===== src/rtl/os_rx_sequencer_pkg.sv =====
// rtl/os_rx_sequencer_pkg.sv - shared encodings for the RX ordered-set sequencer
package os_rx_sequencer_pkg;

    // Decoded ordered-set type as reported by the RX decoder
    typedef enum logic [1:0] {
        OS_NONE = 2'd0,
        OS_TS1  = 2'd1,
        OS_TS2  = 2'd2,
        OS_SKP  = 2'd3
    } os_type_e;

    // Sequencer FSM state encodings
    localparam logic [2:0] ST_IDLE    = 3'd0;
    localparam logic [2:0] ST_ARM     = 3'd1;
    localparam logic [2:0] ST_COUNT   = 3'd2;
    localparam logic [2:0] ST_DONE    = 3'd3;
    localparam logic [2:0] ST_TIMEOUT = 3'd4;

    // Ordered-set identifier symbols (8b/10b comma and gen3 identifiers)
    localparam logic [7:0] SYM_COM = 8'hBC;
    localparam logic [7:0] SYM_TS1 = 8'h1E;
    localparam logic [7:0] SYM_TS2 = 8'h2D;
    localparam logic [7:0] SYM_SKP = 8'hAA;

    // True for the two training-set types that can be counted
    function automatic logic is_ts_type(input logic [1:0] os_type);
        return (os_type == OS_TS1) || (os_type == OS_TS2);
    endfunction

endpackage


===== src/rtl/os_ts_match_counter.sv =====
// rtl/os_ts_match_counter.sv - consecutive TS1/TS2 compare-and-count datapath
module os_ts_match_counter
    import os_rx_sequencer_pkg::*;
#(
    parameter int CNT_WIDTH = 5
) (
    input  logic                 clk,
    input  logic                 rst_n,
    input  logic                 clear_i,
    input  logic                 event_i,
    input  logic [1:0]           os_type_i,
    input  logic [1:0]           target_type_i,
    input  logic [7:0]           link_i,
    input  logic [7:0]           lane_i,
    output logic [CNT_WIDTH-1:0] count_o,
    output logic [CNT_WIDTH-1:0] count_next_o,
    output logic                 hit_o
);

    localparam logic [CNT_WIDTH-1:0] CNT_ONE = {{(CNT_WIDTH-1){1'b0}}, 1'b1};
    localparam logic [CNT_WIDTH-1:0] CNT_MAX = {CNT_WIDTH{1'b1}};

    logic [CNT_WIDTH-1:0] count_q, count_d;
    logic                 ref_valid_q, ref_valid_d;
    logic [7:0]           ref_link_q, ref_link_d;
    logic [7:0]           ref_lane_q, ref_lane_d;
    logic                 is_target;
    logic                 same_ref;

    assign is_target = is_ts_type(os_type_i) && (os_type_i == target_type_i);
    // With no reference captured yet, any target set extends the run
    assign same_ref  = !ref_valid_q || ((link_i == ref_link_q) && (lane_i == ref_lane_q));

    // Next count and reference: extend, restart at 1, or break the run; SKP is transparent
    always_comb begin
        count_d     = count_q;
        ref_valid_d = ref_valid_q;
        ref_link_d  = ref_link_q;
        ref_lane_d  = ref_lane_q;
        hit_o       = 1'b0;
        if (clear_i) begin
            count_d     = '0;
            ref_valid_d = 1'b0;
        end else if (event_i) begin
            if (is_target) begin
                hit_o       = 1'b1;
                ref_valid_d = 1'b1;
                ref_link_d  = link_i;
                ref_lane_d  = lane_i;
                if (!same_ref) begin
                    count_d = CNT_ONE;
                end else if (count_q != CNT_MAX) begin
                    count_d = count_q + 1'b1;
                end
            end else if (os_type_i != OS_SKP) begin
                count_d     = '0;
                ref_valid_d = 1'b0;
            end
        end
    end

    // Count and reference registers
    always_ff @(posedge clk or negedge rst_n) begin
        if (!rst_n) begin
            count_q     <= '0;
            ref_valid_q <= 1'b0;
            ref_link_q  <= 8'h00;
            ref_lane_q  <= 8'h00;
        end else begin
            count_q     <= count_d;
            ref_valid_q <= ref_valid_d;
            ref_link_q  <= ref_link_d;
            ref_lane_q  <= ref_lane_d;
        end
    end

    assign count_o      = count_q;
    assign count_next_o = count_d;

endmodule


===== src/rtl/os_rx_sequencer.sv =====
// rtl/os_rx_sequencer.sv - RX ordered-set sequencer controlling the decoder for the LTSSM
module os_rx_sequencer
    import os_rx_sequencer_pkg::*;
#(
    parameter int                     TIMER_WIDTH    = 24,
    parameter logic [TIMER_WIDTH-1:0] TIMEOUT_CYCLES = 24'd24000,
    parameter int                     CNT_WIDTH      = 5
) (
    input  logic                 clk,
    input  logic                 reset,
    input  logic                 start,
    input  logic                 abort,
    input  logic [1:0]           targetType,
    input  logic [CNT_WIDTH-1:0] targetCount,
    input  logic                 osValid,
    input  logic [1:0]           osType,
    input  logic [7:0]           osLinkNum,
    input  logic [7:0]           osLaneNum,
    output logic                 decoderEnable,
    output logic                 busy,
    output logic                 done,
    output logic                 timeoutFlag,
    output logic [7:0]           matchedLinkNum,
    output logic [7:0]           matchedLaneNum,
    output logic [CNT_WIDTH-1:0] tsCount
);

    localparam logic [TIMER_WIDTH-1:0] TIMER_LAST = TIMEOUT_CYCLES - 1'b1;
    localparam logic [TIMER_WIDTH-1:0] TIMER_MAX  = {TIMER_WIDTH{1'b1}};
    localparam logic [CNT_WIDTH-1:0]   CNT_ONE    = {{(CNT_WIDTH-1){1'b0}}, 1'b1};

    logic [2:0]             state_q, state_d;
    logic [TIMER_WIDTH-1:0] timer_q, timer_d;
    logic [1:0]             target_type_q, target_type_d;
    logic [CNT_WIDTH-1:0]   target_cnt_q, target_cnt_d;
    logic [7:0]             matched_link_q, matched_link_d;
    logic [7:0]             matched_lane_q, matched_lane_d;

    logic                   in_idle, in_arm, in_count;
    logic                   start_accept;
    logic                   cnt_clear;
    logic                   cnt_event;
    logic                   cnt_hit;
    logic [CNT_WIDTH-1:0]   cnt_value;
    logic [CNT_WIDTH-1:0]   cnt_next;
    logic                   complete;
    logic                   timer_expired;

    assign in_idle  = (state_q == ST_IDLE);
    assign in_arm   = (state_q == ST_ARM);
    assign in_count = (state_q == ST_COUNT);

    // abort outranks everything, so a simultaneous start is dropped
    assign start_accept  = in_idle && start && !abort;
    assign cnt_clear     = abort || start_accept;
    // Decoder output is consumed only in COUNT; the ARM cycle flushes stale events
    assign cnt_event     = in_count && osValid && !abort;
    assign complete      = cnt_event && cnt_hit && (cnt_next == target_cnt_q);
    assign timer_expired = in_count && (timer_q == TIMER_LAST);

    os_ts_match_counter #(
        .CNT_WIDTH (CNT_WIDTH)
    ) u_match_counter (
        .clk           (clk),
        .rst_n         (reset),
        .clear_i       (cnt_clear),
        .event_i       (cnt_event),
        .os_type_i     (osType),
        .target_type_i (target_type_q),
        .link_i        (osLinkNum),
        .lane_i        (osLaneNum),
        .count_o       (cnt_value),
        .count_next_o  (cnt_next),
        .hit_o         (cnt_hit)
    );

    // FSM next state; completion is checked before timeout so it wins a tie
    always_comb begin
        state_d = state_q;
        if (abort) begin
            state_d = ST_IDLE;
        end else begin
            case (state_q)
                ST_IDLE:  if (start) state_d = ST_ARM;
                ST_ARM:   state_d = ST_COUNT;
                ST_COUNT: begin
                    if (complete) begin
                        state_d = ST_DONE;
                    end else if (timer_expired) begin
                        state_d = ST_TIMEOUT;
                    end
                end
                default:  state_d = ST_IDLE;
            endcase
        end
    end

    // Timer, latched target and matched link/lane next values
    always_comb begin
        timer_d        = timer_q;
        target_type_d  = target_type_q;
        target_cnt_d   = target_cnt_q;
        matched_link_d = matched_link_q;
        matched_lane_d = matched_lane_q;
        if (start_accept || in_arm) begin
            timer_d = '0;
        end else if (in_count && (timer_q != TIMER_MAX)) begin
            timer_d = timer_q + 1'b1;
        end
        if (start_accept) begin
            target_type_d = targetType;
            target_cnt_d  = (targetCount == '0) ? CNT_ONE : targetCount;
        end
        if (complete) begin
            matched_link_d = osLinkNum;
            matched_lane_d = osLaneNum;
        end
    end

    // Control registers
    always_ff @(posedge clk or negedge reset) begin
        if (!reset) begin
            state_q        <= ST_IDLE;
            timer_q        <= '0;
            target_type_q  <= 2'd0;
            target_cnt_q   <= '0;
            matched_link_q <= 8'h00;
            matched_lane_q <= 8'h00;
        end else begin
            state_q        <= state_d;
            timer_q        <= timer_d;
            target_type_q  <= target_type_d;
            target_cnt_q   <= target_cnt_d;
            matched_link_q <= matched_link_d;
            matched_lane_q <= matched_lane_d;
        end
    end

    // Outputs decode straight from the state register so reset clears them at once
    assign decoderEnable  = in_arm || in_count;
    assign busy           = in_arm || in_count;
    assign done           = (state_q == ST_DONE);
    assign timeoutFlag    = (state_q == ST_TIMEOUT);
    assign matchedLinkNum = matched_link_q;
    assign matchedLaneNum = matched_lane_q;
    assign tsCount        = cnt_value;

endmodule

===== config.mk =====
export PLATFORM = sky130hd
export DESIGN_NAME = os_rx_sequencer
export DESIGN_NICKNAME = d
export VERILOG_FILES = /design/src/rtl/os_rx_sequencer_pkg.sv /design/src/rtl/os_ts_match_counter.sv /design/src/rtl/os_rx_sequencer.sv
export SDC_FILE = /design/constraint.sdc
export NUM_CORES = 1
export LEC_CHECK = 0
export ABC_AREA = 1
export CAP_MARGIN = 5
export CORE_UTILIZATION = 45
export CTS_CLUSTER_SIZE = 28
export DETAILED_ROUTE_END_ITERATION = 8
export PLACE_DENSITY = 0.67
export SYNTH_ARGS = -nofsm -noshare
export SYNTH_HDL_FRONTEND = slang
export SYNTH_HIERARCHICAL = 1
export SYNTH_SLANG_ARGS = --single-unit

===== constraint.sdc =====
create_clock -name clk -period 3 [get_ports clk]
set_input_delay 0.9 -clock clk [delete_from_list [all_inputs] [get_ports clk]]
set_output_delay 0.9 -clock clk [all_outputs]
set_load 0.005 [all_outputs]

# After elaboration in Yosys (flattened, before gate mapping)

Cells that the tools add are included.

Input port bits: 30
Logic and storage cells: 75
Bits in registers: 72
Output and inout bits: 25

Add/sub/neg operators: 2
Bitwise logic cells: 1
Equal/unequal tests: 16
Muxes and demuxes: 21
Reductions and logical operators: 25

Operators with widths:

| operator                                                                 | number |
|---|---|
| 24-bit two-way mux                                                       | 2 |
| 5-bit two-way mux                                                        | 7 |
| 24-bit by 1-bit adder with 24-bit output (second input constant)         | 1 |
| 24-bit by 15-bit == test with 1-bit output (second input constant)       | 1 |
| 24-bit inequality test (second input constant)                           | 1 |
| 8-bit == test                                                            | 2 |
| 3-bit two-way mux                                                        | 4 |
| 1-bit logical AND                                                        | 10 |
| 3-bit one-hot mux with 3 select lines                                    | 1 |
| 1-bit two-way mux                                                        | 7 |
| 3-bit by 2-bit == test with 1-bit output (second input constant)         | 2 |
| 5-bit by 1-bit adder with 5-bit output (second input constant)           | 1 |
| 5-bit == test                                                            | 1 |
| 5-bit zero test                                                          | 1 |
| 1-bit logical OR                                                         | 5 |
| 5-bit inequality test (second input constant)                            | 1 |
| 4-bit by 2-bit inequality test with 1-bit output (second input constant) | 1 |
| 2-bit AND reduction                                                      | 2 |
| 2-bit nonzero test                                                       | 2 |
| 3-bit by 1-bit == test with 1-bit output (second input constant)         | 1 |
| 3-bit == test (second input constant)                                    | 1 |
| 3-bit zero test                                                          | 1 |
| 3-bit inequality test (second input constant)                            | 1 |
| 3-bit AND reduction                                                      | 1 |
| other kinds (7)                                                          | 8 |

# Longest topological paths before layout

Depth in word-level cells: 12
Depth in mapped cells: 20
Mapped depth without buffers: 20

# By module

The synthesis kept the hierarchy.

By module, submodules not included:

| module              | sequential area each (µm²) | cells an instance | instances | area each (µm²) |
|---|---|---|---|---|
| os_rx_sequencer     | 1251.2                     | 412               | 1         | 2974.1 |
| os_ts_match_counter | 550.5                      | 220               | 1         | 1396.3 |

# Worst setup path before layout

Ideal clock, no wire load.

Path type: input to register
Start: input osType[0]
End: register matched_lane_q[4], in the netlist matchedLaneNum[4]
Data arrival time: 2500 ps
Cell stages on the path: 15
Path buffers: 1
Slack: 376 ps
Cells stage by stage: ha_1 -> o21ai_1 -> a21oi_1 -> nand2_2 -> inv_1 -> nand2_1 -> nand2_1 -> nand2_1 -> nand2_1 -> nand2_1 -> nor2_1 -> nand4_2 -> buf_2 -> nor2_1 -> a21oi_1

Cells in the longest elaborated chain, start to end: 8
Elaborated cells on any way between the ends: 16
Classes of those cells: 5 x eq/ne; 7 x mux; 4 x reduce/logical

Ends and longest elaborated chain:

| what                                                                      | RTL line                  | text |
|---|---|---|
| start, declared                                                           | os_rx_sequencer.sv:16     | `input logic [1:0] osType,` |
| 2-bit by 1-bit == test with 1-bit output or 2-bit == test (tied branches) | os_rx_sequencer_pkg.sv:27 | `return (os_type == OS_TS1) \|\| (os_type == OS_TS2);` |
| 1-bit logical OR                                                          | os_rx_sequencer_pkg.sv:27 |  |
| 1-bit logical AND                                                         | os_ts_match_counter.sv:30 | `assign is_target = is_ts_type(os_type_i) && (os_type_i == target_type_i);` |
| 5-bit two-way mux *                                                       | os_ts_match_counter.sv:45 | `if (is_target) begin` |
| 5-bit two-way mux *                                                       | os_ts_match_counter.sv:44 | `end else if (event_i) begin` |
| 5-bit two-way mux *                                                       | os_ts_match_counter.sv:41 | `if (clear_i) begin` |
| net cnt_next[3]                                                           | os_rx_sequencer.sv:45     | `logic [CNT_WIDTH-1:0] cnt_next;` |
| 5-bit == test *                                                           | os_rx_sequencer.sv:58     | `assign complete = cnt_event && cnt_hit && (cnt_next == target_cnt_q);` |
| 1-bit logical AND *                                                       | os_rx_sequencer.sv:58     |  |
| end signal, assigned                                                      | os_rx_sequencer.sv:135    | `matched_lane_q <= matched_lane_d;` |
| end, declared                                                             | os_rx_sequencer.sv:37     | `logic [7:0] matched_lane_q, matched_lane_d;` |

Mark *: on every way through the listed nets, which the timed path passes. The rest lies on a longest branch.
A chain may end at the register's enable or synchronous reset.

# Final worst setup path

Start: input osValid
End: register state_q[2]

Cells in the longest elaborated chain, start to end: 9
Elaborated cells on any way between the ends: 14
Classes of those cells: 2 x eq/ne; 7 x mux; 5 x reduce/logical

Ends and longest elaborated chain:

| what                                  | RTL line                  | text |
|---|---|---|
| start, declared                       | os_rx_sequencer.sv:15     | `input logic osValid,` |
| 1-bit logical AND * (2 in a row)      | os_rx_sequencer.sv:57     | `assign cnt_event = in_count && osValid && !abort;` |
| net cnt_event                         | os_rx_sequencer.sv:42     | `logic cnt_event;` |
| 5-bit two-way mux *                   | os_ts_match_counter.sv:44 |  |
| 5-bit two-way mux *                   | os_ts_match_counter.sv:41 |  |
| net cnt_next[0]                       | os_rx_sequencer.sv:45     |  |
| 5-bit == test *                       | os_rx_sequencer.sv:58     |  |
| 1-bit logical AND *                   | os_rx_sequencer.sv:58     |  |
| 3-bit two-way mux                     | os_rx_sequencer.sv:87     | `if (complete) begin` |
| 3-bit one-hot mux with 3 select lines | os_rx_sequencer.sv:83     | `case (state_q)` |
| 3-bit two-way mux                     | os_rx_sequencer.sv:80     | `if (abort) begin` |
| end signal, assigned                  | os_rx_sequencer.sv:130    | `state_q <= state_d;` |
| end, declared                         | os_rx_sequencer.sv:32     | `logic [2:0] state_q, state_d;` |

Marks and branches as above.

==> metrics.txt <==
status finished clean; CP max-delay cell clkdlybuf4s50_1; RSZ-0062 raised after global routing no; DRC Markers 0; routed vias/inst 4.959; final instance area 5553 µm²; Hold WS 0.5130 ns; layout cells sized above 1 12.81%; clock network power share 32.8%; simple-gate area share of the yosys netlist between 30% and 40%; dpl cells slightly above 800; post-DP HPWL 7.692 mm; # clock sinks 72; largest net degree at the start of global routing 73; shortest period the worst path allows 2.802 ns; worst-path maximum fanout 6; Worst Tran Pin Value roughly 0.74 ns; die area ~10000 µm²; Leak 0.002905 µW; crit share post-route 93.41%; multi-input logic area roughly 2100 µm²; worst path cell trace clkdlybuf4s50_1 > nand4_1 > nor2_2 > nand2_2 > a21oi_1 > nand2_1 > nand2_1 > inv_1 > nand2_1 > nand2_1 > nor2_2 > nand4_4 > buf_6 > nand2_1 > nand2_1 > o21a_1; Largest stage delay, worst path 0.50 ns; initial antenna violation count 0; Yosys top cell by area dfrtp_1; Register Area around 1800 µm²; main combinational cell family by area after synthesis simple AND/OR/NAND/NOR gates; total of max-cap violations 0; post-synthesis register bit count 72; Hold Crit Start matchedLaneNum[5]; PwrDens 473.6 nW/µm²; Pre-antenna DRT Iters 5; Final Max Slew Viols 0; Site Rows 35; commonest non-fill, non-tap cell in the layout nand2_1; CP required between 3 and 4 ns; Synth area leaders dfrtp_1 41%, nand2_1 17%, inv_1 8.3%, nor2_1 6.6%, nand3_1 3.7%; GRT met2 Usage 37.51%; Post-Syn Area per Cell 6.915 µm²; skew final 0.009715 ns; Die Wd approximately 100 µm; area growth from synthesis to layout 27.05%; post-synthesis xor/xnor area fraction under 10%; M1 GR Usage 29.01%; vias post-DR 4200; all-layer global routing usage 22.22%; CTS root buf clkbuf_8; Fmax 0.3569 GHz; Post-Layout Cell Count about 850; post-synthesis mux area share 0%; most frequent cells in the layout 200 x nand2_1, 96 x inv_1, 72 x dfrtp_1, 70 x nor2_1, 35 x clkdlybuf4s50_1; Post-Syn Area 4370 µm²; Post-CTS Hold Buffers 0; P_int 1789 µW; met3 usage 2.982%; worst r2r src u_match_counter/count_o[0]; Worst Setup End Kind flop; CTS tree built; H-tree levels 3; combinational cell fraction of total power 23.2%; core box area 9328 µm²; DRT iter0 DRCs 188; switching power total 841.1 µW; Longest Clk Path Bufs 2; Slew Limit Headroom about half; Data arrival, critical path 3.05 ns; adder-cell share of the synthesized area 0.8589%; Critical path origin osValid; final setup fails 0; number of global-route vias before repair about 4000; Tot Pwr 2630 µW; part of the power in registers 44.0%; routed len/inst 12.57 µm; I/O Buffers 54; Initial Util 46.85%; clock latency on the worst-skew pair 0.35 ns; CP Launch Type input port; global-route wire length before repair between 15 and 20 mm; grt ovf 0; Warnings, synthesis 6; final hold vios 0; Nets 747; peak supply drop 0.2571 mV; post-synthesis sequential area ratio between 40% and 50%; Ant. Diodes 0; Yosys cell types 38; I/O Pins 55; share of the synthesized area in the top cell type 41.23%; register-to-register setup slack between 0.5 and 0.6 ns; Fill cells 886; cell mode on critical path nand2_1; Clk pin slew, worst setup/hold paths 0.08 ns; placer's final routability congestion estimate 0.9856; Routed WL 10.65 mm; Placed Instance Area roughly 5200 µm²; GRT busiest layer met2; hold crit path type reg2reg; Compound-Gate Fraction of Synth Area 9.533%; Cells after Synth around 630; Worst Setup Path Type in2reg; switching share of power 31.98%; Die Ht 100.6 µm; clock buffer count from CTS 9; Synthesized Nets 665; Final ANT Viol Nets 0; Post-CTS Setup Bufs 0
-- registers in the layout, summed over array words and instances, names as in the netlist --
register	flops
state_q	3
u_match_counter/ref_lane_q	8
target_type_q	2
timer_q	24
u_match_counter/ref_valid_q	1
u_match_counter/ref_link_q	8
matchedLinkNum	8
u_match_counter/count_o	5
target_cnt_q	5
matchedLaneNum	8
-- worst max-delay path: cells and delay by family --
family	cells	cell delay [ns]
and+or+nand+nor	11	1.18
AOI/OAI and AO/OA	2	0.25
buffers and inverters	3	0.74
-- kinds of logic (layout without fill, tap and decap cells) --
logic type | after synthesis | in the layout
AOI/OAI and AO/OA | 75 | 75
adders and majority gates | 3 | 3
buffers and inverters | 114 | 200
and+or+nand+nor | 360 | 360
DFF | 72 | 72
xor gates and xnor gates | 8 | 8
-- path summary, 6_finish.rpt --
check                                          to  cells after the start
worst min-delay path            matchedLaneNum[5]                      2
min in group asynchronous       matchedLaneNum[7]                      2
worst max register to register         state_q[2]                     19
max in group asynchronous             timer_q[14]                      2
worst min register to register  matchedLaneNum[5]                      2
worst max-delay path                   state_q[2]                     16
-- cells in the mapped netlist, drive strengths merged --
cell type	n
clkinv	1
nor2	83
a21oi	27
nor4	1
o21ai	43
o22ai	1
o21a	1
nand3	33
xnor2	2
a21o	1
xor2	6
buf	11
nor3	9
o41ai	1
a31oi	1
inv	102
or2	2
nand2	214
nand4	17
ha	3
dfrtp	72
nor3b	1
-- repair_timing --
action                                  4_1_cts  5_1_grt
endpoints found under the setup margin        0       19
resized for setup                             0       38
endpoints found under the hold margin         0        0
-- final cells by class --
cell class              instances  area share, %
clock inverters                 5          1.465
inverters                     103          7.053
well taps                     129          2.907
multi-input cells             446          38.51
flip-flops and latches         72          32.45
repair buffers                 82          15.14
clock buffers                  10          2.479
-- routing by layer --
metal / vias to the layer above / routed length [µm]
met5: - / 0
met4: 0 / 201
met3: 22 / 402
met2: 98 / 5187
met1: 1957 / 4854
li1: 2123 / -
-- power groups by stage --
stage / Combinational, µW / Sequential [µW] / Clock, µW
detailed placement: 595 / 1180 / 0
CTS: 599 / 1160 / 886
global placement: 582 / 1170 / 0
finish: 609 / 1160 / 864
global route: 687 / 1170 / 922
floorplan: 402 / 1150 / 0
-- through the flow --
stage / util, % / setup slack, ns / setup TNS [ns]
after floorplan: - / 0.3760 / 0
after global placement: 55.77 / -0.2272 / -3.999
after detailed placement: 55.77 / -0.3073 / -5.459
after CTS: 58.12 / 0.05955 / 0
after global routing: 59.53 / 0.007847 / 0
final: 59.53 / 0.1978 / 0
No activity file was read; power rests on OpenSTA's default activity.
